## config.mk

```make
export PLATFORM = sky130hd
export DESIGN_NAME = ro_freq_counter_flat
export DESIGN_NICKNAME = d
export VERILOG_FILES = /design/src/rtl/ro_freq_counter_if.sv /design/src/rtl/ro_freq_counter.sv /design/src/flat_wrapper.sv
export SDC_FILE = /design/constraint.sdc
export NUM_CORES = 1
export LEC_CHECK = 0
export BUFFER_PORTS_ARGS = -buffer_cell sky130_fd_sc_hd__buf_2
export CAP_MARGIN = 20
export CORE_ASPECT_RATIO = 2
export CORE_MARGIN = 2
export CORE_UTILIZATION = 64
export CTS_CLUSTER_DIAMETER = 100
export DETAILED_ROUTE_END_ITERATION = 10
export GPL_TIMING_DRIVEN = 0
export PLACE_DENSITY_LB_ADDON = 0.2
export SETUP_SLACK_MARGIN = 0.3
export SLEW_MARGIN = 25
export SYNTH_ARGS = -nofsm -noshare
export SYNTH_HDL_FRONTEND = slang
export SYNTH_SLANG_ARGS = --single-unit
export TNS_END_PERCENT = 5
```

## constraint.sdc

```tcl
create_clock -name data_clk -period 6.3 [get_ports data_clk]
set_input_delay 0.315 -clock data_clk [delete_from_list [all_inputs] [get_ports data_clk]]
set_output_delay 0.315 -clock data_clk [all_outputs]
set_load 0.01 [all_outputs]
```

## src/rtl/ro_freq_counter_if.sv

```systemverilog
// rtl/ro_freq_counter_if.sv - RO inputs, enable and window-latched count outputs
interface ro_freq_counter_if #(
  parameter int CNT_W = 32
);
  logic             enable;
  logic             INV_RO;
  logic             NAND_RO;
  logic             NOR_RO;
  logic             DIV_RO;
  logic [CNT_W-1:0] INV_COUNT;
  logic [CNT_W-1:0] NAND_COUNT;
  logic [CNT_W-1:0] NOR_COUNT;
  logic [CNT_W-1:0] DividerOutput_COUNT;
  logic             count_valid;
  logic [3:0]       ovf;

  modport master (
    output enable, INV_RO, NAND_RO, NOR_RO, DIV_RO,
    input  INV_COUNT, NAND_COUNT, NOR_COUNT, DividerOutput_COUNT, count_valid, ovf
  );

  modport slave (
    input  enable, INV_RO, NAND_RO, NOR_RO, DIV_RO,
    output INV_COUNT, NAND_COUNT, NOR_COUNT, DividerOutput_COUNT, count_valid, ovf
  );
endinterface

```

## src/rtl/ro_freq_counter.sv

```systemverilog
// rtl/ro_freq_counter.sv - counts RO rising edges over a fixed data_clk gate window
module ro_freq_counter #(
  parameter int GATE_CYCLES = 1000000,
  parameter int CNT_W       = 32,
  parameter int SYNC_STAGES = 2
) (
  input logic              data_clk,
  input logic              reset,
  ro_freq_counter_if.slave bus
);

  localparam int                GATE_W    = (GATE_CYCLES > 1) ? $clog2(GATE_CYCLES) : 1;
  localparam logic [GATE_W-1:0] GATE_LAST = GATE_W'(GATE_CYCLES - 1);
  localparam logic [CNT_W-1:0]  CNT_MAX   = '1;

  typedef enum logic [1:0] {
    S_IDLE  = 2'd0,
    S_COUNT = 2'd1,
    S_LATCH = 2'd2
  } state_t;

  state_t                 r_state;
  state_t                 w_state_nxt;
  logic [GATE_W-1:0]      r_gate;
  logic [3:0]             w_ro;
  logic [SYNC_STAGES-1:0] r_sync [4];
  logic [3:0]             r_prev;
  logic [3:0]             w_rise;
  logic [CNT_W-1:0]       r_run [4];
  logic [CNT_W-1:0]       w_run_nxt [4];
  logic [3:0]             r_run_ovf;
  logic [3:0]             w_run_ovf_nxt;
  logic [CNT_W-1:0]       r_out [4];
  logic [3:0]             r_ovf;
  logic                   r_valid;

  // Channel order {DIV, NOR, NAND, INV} matches the ovf bit order.
  assign w_ro = {bus.DIV_RO, bus.NOR_RO, bus.NAND_RO, bus.INV_RO};

  always_ff @(posedge data_clk or negedge reset) begin
    if (!reset) begin
      for (int ch = 0; ch < 4; ch++) begin
        r_sync[ch] <= '0;
      end
      r_prev <= '0;
    end else begin
      for (int ch = 0; ch < 4; ch++) begin
        r_sync[ch] <= {r_sync[ch][SYNC_STAGES-2:0], w_ro[ch]};
        r_prev[ch] <= r_sync[ch][SYNC_STAGES-1];
      end
    end
  end

  always_comb begin
    for (int ch = 0; ch < 4; ch++) begin
      w_rise[ch] = r_sync[ch][SYNC_STAGES-1] & ~r_prev[ch];
    end
  end

  always_ff @(posedge data_clk or negedge reset) begin
    if (!reset) begin
      r_state <= S_IDLE;
      r_gate  <= '0;
    end else begin
      r_state <= w_state_nxt;
      if ((r_state == S_COUNT) && (w_state_nxt == S_COUNT)) begin
        r_gate <= r_gate + GATE_W'(1);
      end else begin
        r_gate <= '0;
      end
    end
  end

  always_comb begin
    w_state_nxt = r_state;
    unique case (r_state)
      S_IDLE: begin
        if (bus.enable) begin
          w_state_nxt = S_COUNT;
        end
      end
      S_COUNT: begin
        if (!bus.enable) begin
          w_state_nxt = S_IDLE;
        end else if (r_gate == GATE_LAST) begin
          w_state_nxt = S_LATCH;
        end
      end
      S_LATCH: begin
        w_state_nxt = bus.enable ? S_COUNT : S_IDLE;
      end
      default: begin
        w_state_nxt = S_IDLE;
      end
    endcase
  end

  // An edge seen during LATCH seeds the next window so nothing is dropped at the boundary.
  always_comb begin
    for (int ch = 0; ch < 4; ch++) begin
      w_run_nxt[ch]     = r_run[ch];
      w_run_ovf_nxt[ch] = r_run_ovf[ch];
      unique case (r_state)
        S_COUNT: begin
          if (!bus.enable) begin
            w_run_nxt[ch]     = '0;
            w_run_ovf_nxt[ch] = 1'b0;
          end else if (w_rise[ch]) begin
            if (r_run[ch] == CNT_MAX) begin
              w_run_ovf_nxt[ch] = 1'b1;
            end else begin
              w_run_nxt[ch] = r_run[ch] + CNT_W'(1);
            end
          end
        end
        S_LATCH: begin
          w_run_nxt[ch]     = {{(CNT_W-1){1'b0}}, w_rise[ch]};
          w_run_ovf_nxt[ch] = 1'b0;
        end
        default: begin
          w_run_nxt[ch]     = '0;
          w_run_ovf_nxt[ch] = 1'b0;
        end
      endcase
    end
  end

  always_ff @(posedge data_clk or negedge reset) begin
    if (!reset) begin
      for (int ch = 0; ch < 4; ch++) begin
        r_run[ch] <= '0;
      end
      r_run_ovf <= '0;
    end else begin
      for (int ch = 0; ch < 4; ch++) begin
        r_run[ch] <= w_run_nxt[ch];
      end
      r_run_ovf <= w_run_ovf_nxt;
    end
  end

  always_ff @(posedge data_clk or negedge reset) begin
    if (!reset) begin
      for (int ch = 0; ch < 4; ch++) begin
        r_out[ch] <= '0;
      end
      r_ovf   <= '0;
      r_valid <= 1'b0;
    end else begin
      r_valid <= 1'b0;
      if (r_state == S_LATCH) begin
        for (int ch = 0; ch < 4; ch++) begin
          r_out[ch] <= r_run[ch];
        end
        r_ovf   <= r_run_ovf;
        r_valid <= 1'b1;
      end
    end
  end

  assign bus.INV_COUNT           = r_out[0];
  assign bus.NAND_COUNT          = r_out[1];
  assign bus.NOR_COUNT           = r_out[2];
  assign bus.DividerOutput_COUNT = r_out[3];
  assign bus.ovf                 = r_ovf;
  assign bus.count_valid         = r_valid;

endmodule

```

## src/flat_wrapper.sv

```systemverilog
// flat-port wrapper written by rule: the top's interface ports become plain ports
module ro_freq_counter_flat 
#(
  parameter int GATE_CYCLES = 1000000,
  parameter int CNT_W       = 32,
  parameter int SYNC_STAGES = 2
)
  (data_clk, reset, bus_enable, bus_INV_RO, bus_NAND_RO, bus_NOR_RO, bus_DIV_RO, bus_INV_COUNT, bus_NAND_COUNT, bus_NOR_COUNT, bus_DividerOutput_COUNT, bus_count_valid, bus_ovf);
  ro_freq_counter_if #(.CNT_W(CNT_W)) bus_i ();
  input logic data_clk;
  input logic reset;
  input wire logic [$bits(bus_i.enable)-1:0] bus_enable;
  input wire logic [$bits(bus_i.INV_RO)-1:0] bus_INV_RO;
  input wire logic [$bits(bus_i.NAND_RO)-1:0] bus_NAND_RO;
  input wire logic [$bits(bus_i.NOR_RO)-1:0] bus_NOR_RO;
  input wire logic [$bits(bus_i.DIV_RO)-1:0] bus_DIV_RO;
  output wire logic [$bits(bus_i.INV_COUNT)-1:0] bus_INV_COUNT;
  output wire logic [$bits(bus_i.NAND_COUNT)-1:0] bus_NAND_COUNT;
  output wire logic [$bits(bus_i.NOR_COUNT)-1:0] bus_NOR_COUNT;
  output wire logic [$bits(bus_i.DividerOutput_COUNT)-1:0] bus_DividerOutput_COUNT;
  output wire logic [$bits(bus_i.count_valid)-1:0] bus_count_valid;
  output wire logic [$bits(bus_i.ovf)-1:0] bus_ovf;
  assign bus_i.enable = bus_enable;
  assign bus_i.INV_RO = bus_INV_RO;
  assign bus_i.NAND_RO = bus_NAND_RO;
  assign bus_i.NOR_RO = bus_NOR_RO;
  assign bus_i.DIV_RO = bus_DIV_RO;
  assign bus_INV_COUNT = bus_i.INV_COUNT;
  assign bus_NAND_COUNT = bus_i.NAND_COUNT;
  assign bus_NOR_COUNT = bus_i.NOR_COUNT;
  assign bus_DividerOutput_COUNT = bus_i.DividerOutput_COUNT;
  assign bus_count_valid = bus_i.count_valid;
  assign bus_ovf = bus_i.ovf;
  ro_freq_counter #(.GATE_CYCLES(GATE_CYCLES), .CNT_W(CNT_W), .SYNC_STAGES(SYNC_STAGES)) u_core (.data_clk(data_clk), .reset(reset), .bus(bus_i));
endmodule
```

==> results.sh, run 1 <==
export IMPL_status="finished, final reports clean"
export IMPL_period_minus_slack_ns=3.48
export IMPL_timing_rr_start="u_core.r_state[0]$_DFF_PN0_"
export IMPL_worstSetupPathType="reg2reg"
export IMPL_overflow=0
export IMPL_route_antenna_remaining_nets=0
export IMPL_drive_gt1_frac=0.234
export IMPL_num_rows=77
export IMPL_cp_arrival_ns=3.95
export IMPL_boundaryPins=140
export IMPL_die_w_um=110
export IMPL_synth_cell_types=79
export IMPL_peakVddDrop_mv=0.276
export IMPL_post_cts_repair_setup_buffers=0
export IMPL_min_to="u_core.r_state[0]$_DFF_PN0_"
export IMPL_min_delay_start="bus_enable"
export IMPL_rsz0062_at_grt="no"
export IMPL_gp_congestion=0.971
export IMPL_clk_pin_slew_ns=0.07
export IMPL_die_h_um=215
export IMPL_first_pass_iters=8
export IMPL_ff2ff_path_depth=8
export IMPL_synth_edf_count=0
export IMPL_dpl_hpwl_mm=27.1
export IMPL_setup_violations_final=0
export IMPL_tightest_slew_ns=0.999
export IMPL_cts_tree="yes"
export IMPL_syn_nets=1378
export IMPL_pre_cts_ws_ns=3.03
export IMPL_relSlewSlack=0.334
export IMPL_synth_main_ff_cell="dfrtp_1"
export IMPL_hold_depth=3
export IMPL_wirelength_mm=38.3
export IMPL_dpl_cell_area_sq_mm=0.0154
export IMPL_total_power_w=0.00417
export IMPL_drtIter0Drc=1105
export IMPL_synthToLayoutAreaGrowth_pct=14.2
export IMPL_worstPathCellList="inv_1 -> ha_1 -> clkbuf_1 -> clkbuf_1 -> clkbuf_1 -> clkbuf_1 -> o21ai_0 -> a21oi_1"
export IMPL_antenna_found_initial=1
export IMPL_critPathLaunch="u_core.r_state[0]$_DFF_PN0_"
export IMPL_dieArea_sq_mm=0.0236
export IMPL_crit_path_end_kind="flop"
export IMPL_r2r_end="u_core.r_run[26]$_DFFE_PN0P_"
export IMPL_vias=11962
export IMPL_hold_class="in2reg"
export IMPL_root_buffer="clkbuf_16"
export IMPL_crit_required_ns=6.77
export IMPL_critPathMaxStageDelay_ns=0.64
export IMPL_routed_via_density=6.53
export IMPL_r2r_setup_slack_ns=2.82
export IMPL_slew_viol_final=0
export IMPL_grt_max_degree=98
export IMPL_yosysWarnings=0
export IMPL_async_flop_share=1.00
export IMPL_synth_cells=1362
export IMPL_fin_crit_sh=0.552
export IMPL_path_buf_inv=5
export IMPL_critPathTopFamily="buffers and inverters"
export IMPL_setup_tns_ns=0
export IMPL_seqPwrFrac=0.470
export IMPL_cp_max_fo=10
export IMPL_grt_first_pass_wirelength_mm=61.3
export IMPL_hold_viol=0
export IMPL_fin_nets=1553
export IMPL_final_area_sq_mm=0.0163
export IMPL_p_int_w=0.00297
export IMPL_drc=0
export IMPL_finalWorstSetupSlack_ns=2.82
export IMPL_clock_latency_ns=0.55
export IMPL_cts_buffers=26
export IMPL_grt_pass1_vias=11966
export IMPL_fin_skew_ns=0.0111
export IMPL_fmax_mhz=288
export IMPL_wl_per_cell_um=20.9
export IMPL_maxCapViolations=0
export IMPL_power_switching_w=0.00121
export IMPL_initial_core_util=0.650
export IMPL_htree_levels=1
export IMPL_ctsLongestPathBuffers=3
export IMPL_crit_path_start_kind="flop"
export IMPL_netlist_area_sq_mm=0.0143
export IMPL_ys_ff_latch=299
export IMPL_power_leakage_nw=7.63
export IMPL_core_sq_mm=0.0220
export IMPL_cpMostUsedCell="clkbuf_1"
export IMPL_io_buffers=139
export IMPL_cp_slowest_cell="clkbuf_1"
export IMPL_synth_avg_cell_area_sq_um=10.5
export IMPL_grt_usage=0.332
export IMPL_swShare=0.289
export IMPL_combPwrFrac=0.143
export IMPL_pwr_share_clk=0.387
export IMPL_clock_sinks=299
export IMPL_synth_seq_area_share=0.524
export IMPL_p_per_area_mw_per_mm2=256
[final cells by class]
type / instances / area, sq um
Tap cell: 276 / 345
Clock buffer: 38 / 747
Fill cell: 1552 / 5670
Sequential cell: 299 / 7480
Buffer: 74 / 330
Antenna cell: 1 / 2.50
Inverter: 14 / 52.6
Multi-Input combinational cell: 975 / 6410
Timing Repair Buffer: 147 / 838
Clock inverter: 8 / 96.3
[per-layer routing]
layer	part of all wire	global-route usage	vias to the layer above	routed length [um]
li1	-	-	5330	-
met1	0.36	0.395	5847	13600
met2	0.51	0.562	591	19600
met3	0.064	0.0373	194	2440
met4	0.070	0.204	0	2660
met5	0	0	-	0
[per-stage QoR]
stage / util / hold WS (ns) / std cells
2_1_floorplan: - / 0.0194 / 1362
3_3_place_gp: 0.697 / 0.333 / 1777
3_5_place_dp: 0.701 / 0.302 / 1780
4_1_cts: 0.742 / 0.141 / 1831
5_1_grt: 0.742 / 0.191 / 1831
6_report: 0.742 / 0.163 / 1832
[tightest hold or removal path, cell delays in order]
cell and delay [ns]:
buf_2 0.13, o21ai_0 0.10, a31oi_1 0.13
[flip-flops by register name, summed over array words and instances, names as in the netlist]
name and flops:
u_core.bus.NOR_COUNT 32, u_core.bus.DividerOutput_COUNT 32, u_core.bus.INV_COUNT 32, u_core.bus.count_valid 1
u_core.r_run_ovf 4, u_core.r_run 128, u_core.r_sync 8, u_core.bus.ovf 4
u_core.bus.NAND_COUNT 32, u_core.r_gate 20, u_core.r_state 2, u_core.r_prev 4
[layout by cell type (no fill, tap or decap), types with 10 or more instances in the layout]
master / netlist / layout
clkbuf_1: 45 / 53
nor3_1: 33 / 33
a21oi_1: 54 / 54
nand3_1: 73 / 73
xor2_1: 23 / 23
a31oi_1: 24 / 24
inv_1: 14 / 14
dfrtp_1: 299 / 299
nor2b_1: 10 / 10
nor4_1: 13 / 13
and4_1: 15 / 15
mux2_2: 139 / 139
xnor2_1: 11 / 11
nand2_1: 127 / 127
and2_1: 21 / 21
a22oi_1: 19 / 19
nand4_1: 43 / 43
nor2_1: 121 / 121
o41ai_1: 10 / 10
and3_1: 23 / 23
buf_2: 17 / 155
clkbuf_16: 0 / 27
o21ai_0: 71 / 71
or3_1: 14 / 14
o31ai_1: 14 / 14
[synthesized netlist by cell type, types with 24 or more instances]
| library cell | instances | share of area |
|---|---|---|
| mux2_2 | 139 | 0.11 |
| dfrtp_1 | 299 | 0.52 |
| nand3_1 | 73 | 0.026 |
| a31oi_1 | 24 | 0.011 |
| clkbuf_1 | 45 | 0.012 |
| o21ai_0 | 71 | 0.025 |
| nand2_1 | 127 | 0.033 |
| nor3_1 | 33 | 0.012 |
| a21oi_1 | 54 | 0.019 |
| nor2_1 | 121 | 0.032 |
| nand4_1 | 43 | 0.019 |
[worst max path at each step]
stage                     slack, ns  cells after the start                               endpoint
final                          2.82                      8           u_core.r_run[26]$_DFFE_PN0P_
after floorplan                3.94                     10          u_core.r_run[115]$_DFFE_PN0P_
after global placement        -0.50                      1  u_core.bus.NAND_COUNT[22]$_DFFE_PN0P_
after global routing           2.67                      9           u_core.r_run[89]$_DFFE_PN0P_
after detailed placement       3.03                      9           u_core.r_run[89]$_DFFE_PN0P_
after CTS                      2.99                      9           u_core.r_run[89]$_DFFE_PN0P_
[cells by family (layout without fill, tap and decap cells)]
family,Yosys count,count (layout),share of synthesized area
multiplexers,143,143,0.112
other,0,1,0
buffers and inverters,88,281,0.0268
XOR/XNOR,34,34,0.0209
flip-flops,299,299,0.524
AND/OR/NAND/NOR,532,532,0.190
adder cells (fa/ha/maj),9,9,0.00789
AO/OA/AOI/OAI,257,257,0.117
[power groups by stage]
stage	registers (W)	logic, W	clock network, W
after CTS	0.00196	0.000576	0.00163
after floorplan	0.00199	0.000306	0
final	0.00196	0.000597	0.00161
after detailed placement	0.00200	0.000570	0
after global routing	0.00196	0.000627	0.00170
after global placement	0.00199	0.000553	0
[what timing repair did]
| action | CTS | global route |
|---|---|---|
| hold buffers | 5 | 0 |
| endpoints found under the hold margin | 72 | 0 |
| resized for setup | 0 | 0 |
Note: power is estimated with default switching activity, not from simulation.
==> run 2: changes to the inputs <==
--- a/config.mk
+++ b/config.mk
@@ -9,7 +9,7 @@
 export CAP_MARGIN = 20
 export CORE_ASPECT_RATIO = 2
 export CORE_MARGIN = 2
-export CORE_UTILIZATION = 64
+export CORE_UTILIZATION = 54
 export CTS_CLUSTER_DIAMETER = 100
 export DETAILED_ROUTE_END_ITERATION = 10
 export GPL_TIMING_DRIVEN = 0
==> constraint.sdc (replaced) <==
create_clock -name data_clk -period 2.95 [get_ports data_clk]
set_input_delay 0.1475 -clock data_clk [delete_from_list [all_inputs] [get_ports data_clk]]
set_output_delay 0.1475 -clock data_clk [all_outputs]
set_load 0.01 [all_outputs]
==> results.sh, run 2 (synthesized netlist as in run 1, its figures left out) <==
export IMPL_status="finished, final reports clean"
export IMPL_initial_core_util=0.545
export IMPL_dieArea_sq_mm=0.0278
export IMPL_p_per_area_mw_per_mm2=549
export IMPL_power_leakage_nw=7.72
export IMPL_peakVddDrop_mv=0.465
export IMPL_post_route_util=0.630
export IMPL_clock_sinks=299
export IMPL_antenna_found_initial=1
export IMPL_routed_via_density=6.09
export IMPL_io_buffers=139
export IMPL_slew_viol_final=0
export IMPL_ctsLongestPathBuffers=3
export IMPL_fin_nets=1555
export IMPL_wl_per_cell_um=20.5
export IMPL_route_antenna_remaining_nets=0
export IMPL_die_w_um=119
export IMPL_fin_skew_ns=0.0114
export IMPL_crit_path_end_kind="flop"
export IMPL_synthToLayoutAreaGrowth_pct=15.5
export IMPL_critPathMaxStageDelay_ns=0.46
export IMPL_grt_max_degree=97
export IMPL_boundaryPins=140
export IMPL_wirelength_mm=38.9
export IMPL_overflow=0
export IMPL_fin_crit_sh=0.925
export IMPL_cp_max_fo=10
export IMPL_crit_required_ns=3.41
export IMPL_fillers=2149
export IMPL_cts_tree="yes"
export IMPL_drtIter0Drc=883
export IMPL_tightest_slew_ns=1.00
export IMPL_drive_gt1_frac=0.250
export IMPL_grt_first_pass_wirelength_mm=61.3
export IMPL_root_buffer="clkbuf_16"
export IMPL_crit_path_start_kind="flop"
export IMPL_fmax_mhz=367
export IMPL_layout_common_cells="dfrtp_1 (298), buf_2 (154), mux2_2 (139)"
export IMPL_post_cts_repair_setup_buffers=0
export IMPL_htree_levels=1
export IMPL_total_power_w=0.00906
export IMPL_gp_congestion=0.921
export IMPL_dpl_hpwl_mm=27.8
export IMPL_setup_violations_final=0
export IMPL_cp_arrival_ns=3.19
export IMPL_rsz0062_at_grt="yes"
export IMPL_die_h_um=234
export IMPL_vias=11577
export IMPL_first_pass_iters=5
export IMPL_core_sq_mm=0.0262
export IMPL_maxCapViolations=0
export IMPL_top_register="u_core.r_run"
export IMPL_grt_usage=0.280
export IMPL_num_rows=84
export IMPL_worstPathCellList="ha_1 -> and3_1 -> clkbuf_1 -> and3_1 -> buf_2 -> a41o_1 -> buf_2 -> nor2_1 -> nand2_1 -> o21ai_0"
export IMPL_dpl_cell_area_sq_mm=0.0155
export IMPL_drc=0
export IMPL_relSlewSlack=0.334
export IMPL_largest_reg_flops=128
export IMPL_period_minus_slack_ns=2.73
export IMPL_final_common_cell="dfrtp_1"
export IMPL_worstSetupPathType="reg2reg"
export IMPL_final_area_sq_mm=0.0165
export IMPL_clock_latency_ns=0.54
export IMPL_cts_buffers=27
export IMPL_setup_tns_ns=0
export IMPL_grt_pass1_vias=11523
export IMPL_hold_class="in2async"
export IMPL_hold_viol=0
export IMPL_clk_pin_slew_ns=0.07
export IMPL_cp_slowest_cell="dfrtp_2"
-- run 2: cell types whose count changed in the layout (fill, tap and decap cells not counted), sizes merged --
cell,change
buf,-2
bufinv,-1
dlygate4sd3,+1
clkinv,-2
clkbuf,+6
-- run 2: path summary, 6_finish.rpt --
| kind | slack [ns] | endpoint | cells after the start | startpoint |
|---|---|---|---|---|
| hold / removal | 0.06 | u_core.bus.DividerOutput_COUNT[10]$_DFFE_PN0P_ | 2 | reset |
| max in group asynchronous | 1.69 | u_core.bus.NAND_COUNT[13]$_DFFE_PN0P_ | 4 | reset |
| setup / recovery | 0.22 | u_core.r_run[98]$_DFFE_PN0P_ | 10 | u_core.r_run[96]$_DFFE_PN0P_ |
| hold reg to reg | 0.35 | u_core.r_sync[5]$_DFF_PN0_ | 0 | u_core.r_sync[4]$_DFF_PN0_ |
| min in group data_clk | 0.25 | u_core.r_sync[4]$_DFF_PN0_ | 2 | bus_NAND_RO |
| setup reg to reg | 0.22 | u_core.r_run[98]$_DFFE_PN0P_ | 10 | u_core.r_run[96]$_DFFE_PN0P_ |
-- run 2: layout make-up --
class,instances,area [sq um],share of cell area
diodes,1,2.50,0.000152
plain buffers,74,360,0.0219
clock buffers,42,832,0.0505
clock inverters,5,58.8,0.00357
inverters,14,52.6,0.00319
multi-input cells,975,6420,0.389
flip-flops and latches,299,7480,0.454
well taps,344,430,0.0261
repair buffers,148,848,0.0515
-- run 2: what timing repair did --
item	in CTS	in global routing
hold buffers	6	0
resized for setup	15	15
hold endpoints to repair	211	0
pin swaps	0	1
setup endpoints to repair	190	141
-- run 2: worst max-delay path: cells and delay by family (launching register included) --
family / cells / cell delay [ns]
AOI/OAI and AO/OA: 2 / 0.51
buffers and inverters: 3 / 0.60
DFF: 1 / 0.46
and+or+nand+nor: 4 / 0.82
adders and majority gates: 1 / 0.24
-- run 2: power by group --
group / internal (W) / switching (W)
Sequential: 0.00414 / 0.0000416
Clock: 0.00202 / 0.00154
Combinational: 0.000289 / 0.00103
Total: 0.00645 / 0.00261
-- run 2: routing by layer --
layer / vias up / track usage / wire length, um
met3: 127 / 0.0306 / 1840
met1: 5731 / 0.318 / 14400
met4: 0 / 0.149 / 2050
li1: 5315 / - / -
met2: 404 / 0.513 / 20600
met5: - / 0 / 0
-- run 2: through the flow --
stage / hold slack, ns / setup slack (ns) / cells
final: 0.0632 / 0.222 / 1902
after global routing: 0.0739 / 0.126 / 1902
after CTS: 0.0473 / 0.0372 / 1901
after detailed placement: 0.0361 / -0.470 / 1848
after global placement: 0.256 / -3.75 / 1845
after floorplan: -0.148 / 0.591 / 1362
==> run 3: changes to the inputs <==
--- a/config.mk
+++ b/config.mk
@@ -8,7 +8,6 @@
 export BUFFER_PORTS_ARGS = -buffer_cell sky130_fd_sc_hd__buf_2
 export CAP_MARGIN = 20
 export CORE_ASPECT_RATIO = 2
-export CORE_MARGIN = 2
 export CORE_UTILIZATION = 54
 export CTS_CLUSTER_DIAMETER = 100
 export DETAILED_ROUTE_END_ITERATION = 10
==> results.sh, run 3 (synthesized netlist as in run 1, its figures left out) <==
export IMPL_status="finished, final reports clean"
export IMPL_dpl_cell_area_sq_mm=0.0155
export IMPL_power_switching_w=0.00256
export IMPL_setup_violations_final=0
export IMPL_combPwrFrac=0.141
export IMPL_grt_max_degree=98
export IMPL_swShare=0.281
export IMPL_route_antenna_remaining_nets=0
export IMPL_fin_crit_sh=0.978
export IMPL_seqPwrFrac=0.460
export IMPL_ctsLongestPathBuffers=3
export IMPL_hold_class="in2async"
export IMPL_overflow=0
export IMPL_grt_usage=0.294
export IMPL_crit_required_ns=3.35
export IMPL_antenna_found_initial=0
export IMPL_initial_core_util=0.552
export IMPL_rsz0062_at_grt="yes"
export IMPL_hold_viol=0
export IMPL_holdWs_ns=0.0741
export IMPL_boundaryPins=140
export IMPL_vias=11659
export IMPL_fmax_mhz=347
export IMPL_cp_max_fo=10
export IMPL_slew_viol_final=0
export IMPL_first_pass_iters=6
export IMPL_drtIter0Drc=712
export IMPL_peakVddDrop_mv=0.406
export IMPL_power_leakage_nw=7.70
export IMPL_cts_tree="yes"
export IMPL_fin_cells=1896
export IMPL_crit_path_end_kind="flop"
export IMPL_die_h_um=232
export IMPL_period_minus_slack_ns=2.88
export IMPL_crit_path_start_kind="flop"
export IMPL_wl_per_cell_um=20.3
export IMPL_top_register="u_core.r_run"
export IMPL_grt_pass1_vias=11469
export IMPL_pwr_share_clk=0.399
export IMPL_maxCapViolations=0
export IMPL_clock_sinks=299
export IMPL_drc=0
export IMPL_num_rows=83
export IMPL_cts_buffers=27
export IMPL_dpl_hpwl_mm=27.7
export IMPL_final_area_sq_mm=0.0165
export IMPL_cp_arrival_ns=3.29
export IMPL_clock_latency_ns=0.55
export IMPL_io_buffers=139
export IMPL_routed_via_density=6.15
export IMPL_die_w_um=117
export IMPL_worstSetupPathType="reg2reg"
export IMPL_p_int_w=0.00655
export IMPL_dieArea_sq_mm=0.0271
export IMPL_tightest_slew_ns=0.944
export IMPL_clk_pin_slew_ns=0.07
export IMPL_fin_skew_ns=0.00997
export IMPL_cp_slowest_cell="clkbuf_1"
export IMPL_num_antenna_cells=0
export IMPL_relSlewSlack=0.371
export IMPL_root_buffer="clkbuf_16"
export IMPL_htree_levels=1
export IMPL_final_common_cell="dfrtp_1"
export IMPL_total_power_w=0.00911
export IMPL_wirelength_mm=38.6
export IMPL_grt_first_pass_wirelength_mm=61.0
export IMPL_worstPathCellList="inv_1 -> ha_1 -> nand2_1 -> buf_4 -> dlygate4sd1_1 -> clkbuf_1 -> nor2_1"
export IMPL_dpl_cell_count=1844
export IMPL_post_cts_repair_setup_buffers=0
export IMPL_p_per_area_mw_per_mm2=553
export IMPL_layout_common_cells="dfrtp_1 (299), buf_2 (154), mux2_2 (139)"
export IMPL_critPathMaxStageDelay_ns=0.67
export IMPL_pre_cts_ws_ns=-0.415
export IMPL_synthToLayoutAreaGrowth_pct=15.4
export IMPL_finalWorstSetupSlack_ns=0.0650
export IMPL_largest_reg_flops=128
export IMPL_drive_gt1_frac=0.244
export IMPL_fin_nets=1555
export IMPL_gp_congestion=0.926
export IMPL_core_sq_mm=0.0259
-- run 3: stage by stage --
step,TNS [ns],util
after CTS,0,0.637
after global routing,0,0.637
after floorplan,0,-
final,0,0.637
after detailed placement,-11.93,0.599
after global placement,-1125.65,0.595
-- run 3: worst max-delay path: cells and delay by family, from the launching register on --
family	cells	cell delay [ns]
adders and majority gates	1	0.23
buffers and inverters	4	1.58
DFF	1	0.39
and+or+nand+nor	2	0.52
-- run 3: area by class of cell --
class	count	area, sq um
buffer	74	354
clock buffer	37	753
clock inverter	9	150
fill	2064	9380
inverter	14	52.6
multi-input combinational	975	6410
sequential	299	7480
tap	340	425
timing repair buffer	148	848
-- run 3: power groups by stage --
| stage | Combinational, W | Sequential, W | Clock (W) |
|---|---|---|---|
| CTS | 0.00127 | 0.00418 | 0.00372 |
| floorplan | 0.000653 | 0.00425 | 0 |
| detailed placement | 0.00124 | 0.00426 | 0 |
| global placement | 0.00120 | 0.00426 | 0 |
| global route | 0.00137 | 0.00419 | 0.00387 |
| finish | 0.00129 | 0.00419 | 0.00363 |
-- run 3: metal layers --
layer,wire length [um],track usage,vias to the layer above
li1,-,-,5333
met1,14300,0.341,5753
met2,19900,0.509,432
met3,2070,0.0326,141
met4,2280,0.183,0
met5,0,0,-
-- run 3: what timing repair did --
item                                    CTS  global route
pin swaps                                 0             0
endpoints found under the setup margin  182           141
hold buffers                              6             0
resized for setup                        13             7
endpoints found under the hold margin   207             0
-- run 3: path summary, 6_finish.rpt --
| path | from | to | slack (ns) | cells after the start |
|---|---|---|---|---|
| setup / recovery | u_core.r_state[1]$_DFF_PN0_ | u_core.r_run[40]$_DFFE_PN0P_ | 0.07 | 7 |
| hold / removal | reset | u_core.bus.DividerOutput_COUNT[10]$_DFFE_PN0P_ | 0.07 | 2 |
| setup reg to reg | u_core.r_state[1]$_DFF_PN0_ | u_core.r_run[40]$_DFFE_PN0P_ | 0.07 | 7 |
| hold reg to reg | u_core.r_sync[2]$_DFF_PN0_ | u_core.r_sync[3]$_DFF_PN0_ | 0.35 | 0 |
| max in group asynchronous | reset | u_core.bus.INV_COUNT[10]$_DFFE_PN0P_ | 1.69 | 4 |
| min in group data_clk | bus_enable | u_core.r_state[1]$_DFF_PN0_ | 0.18 | 5 |
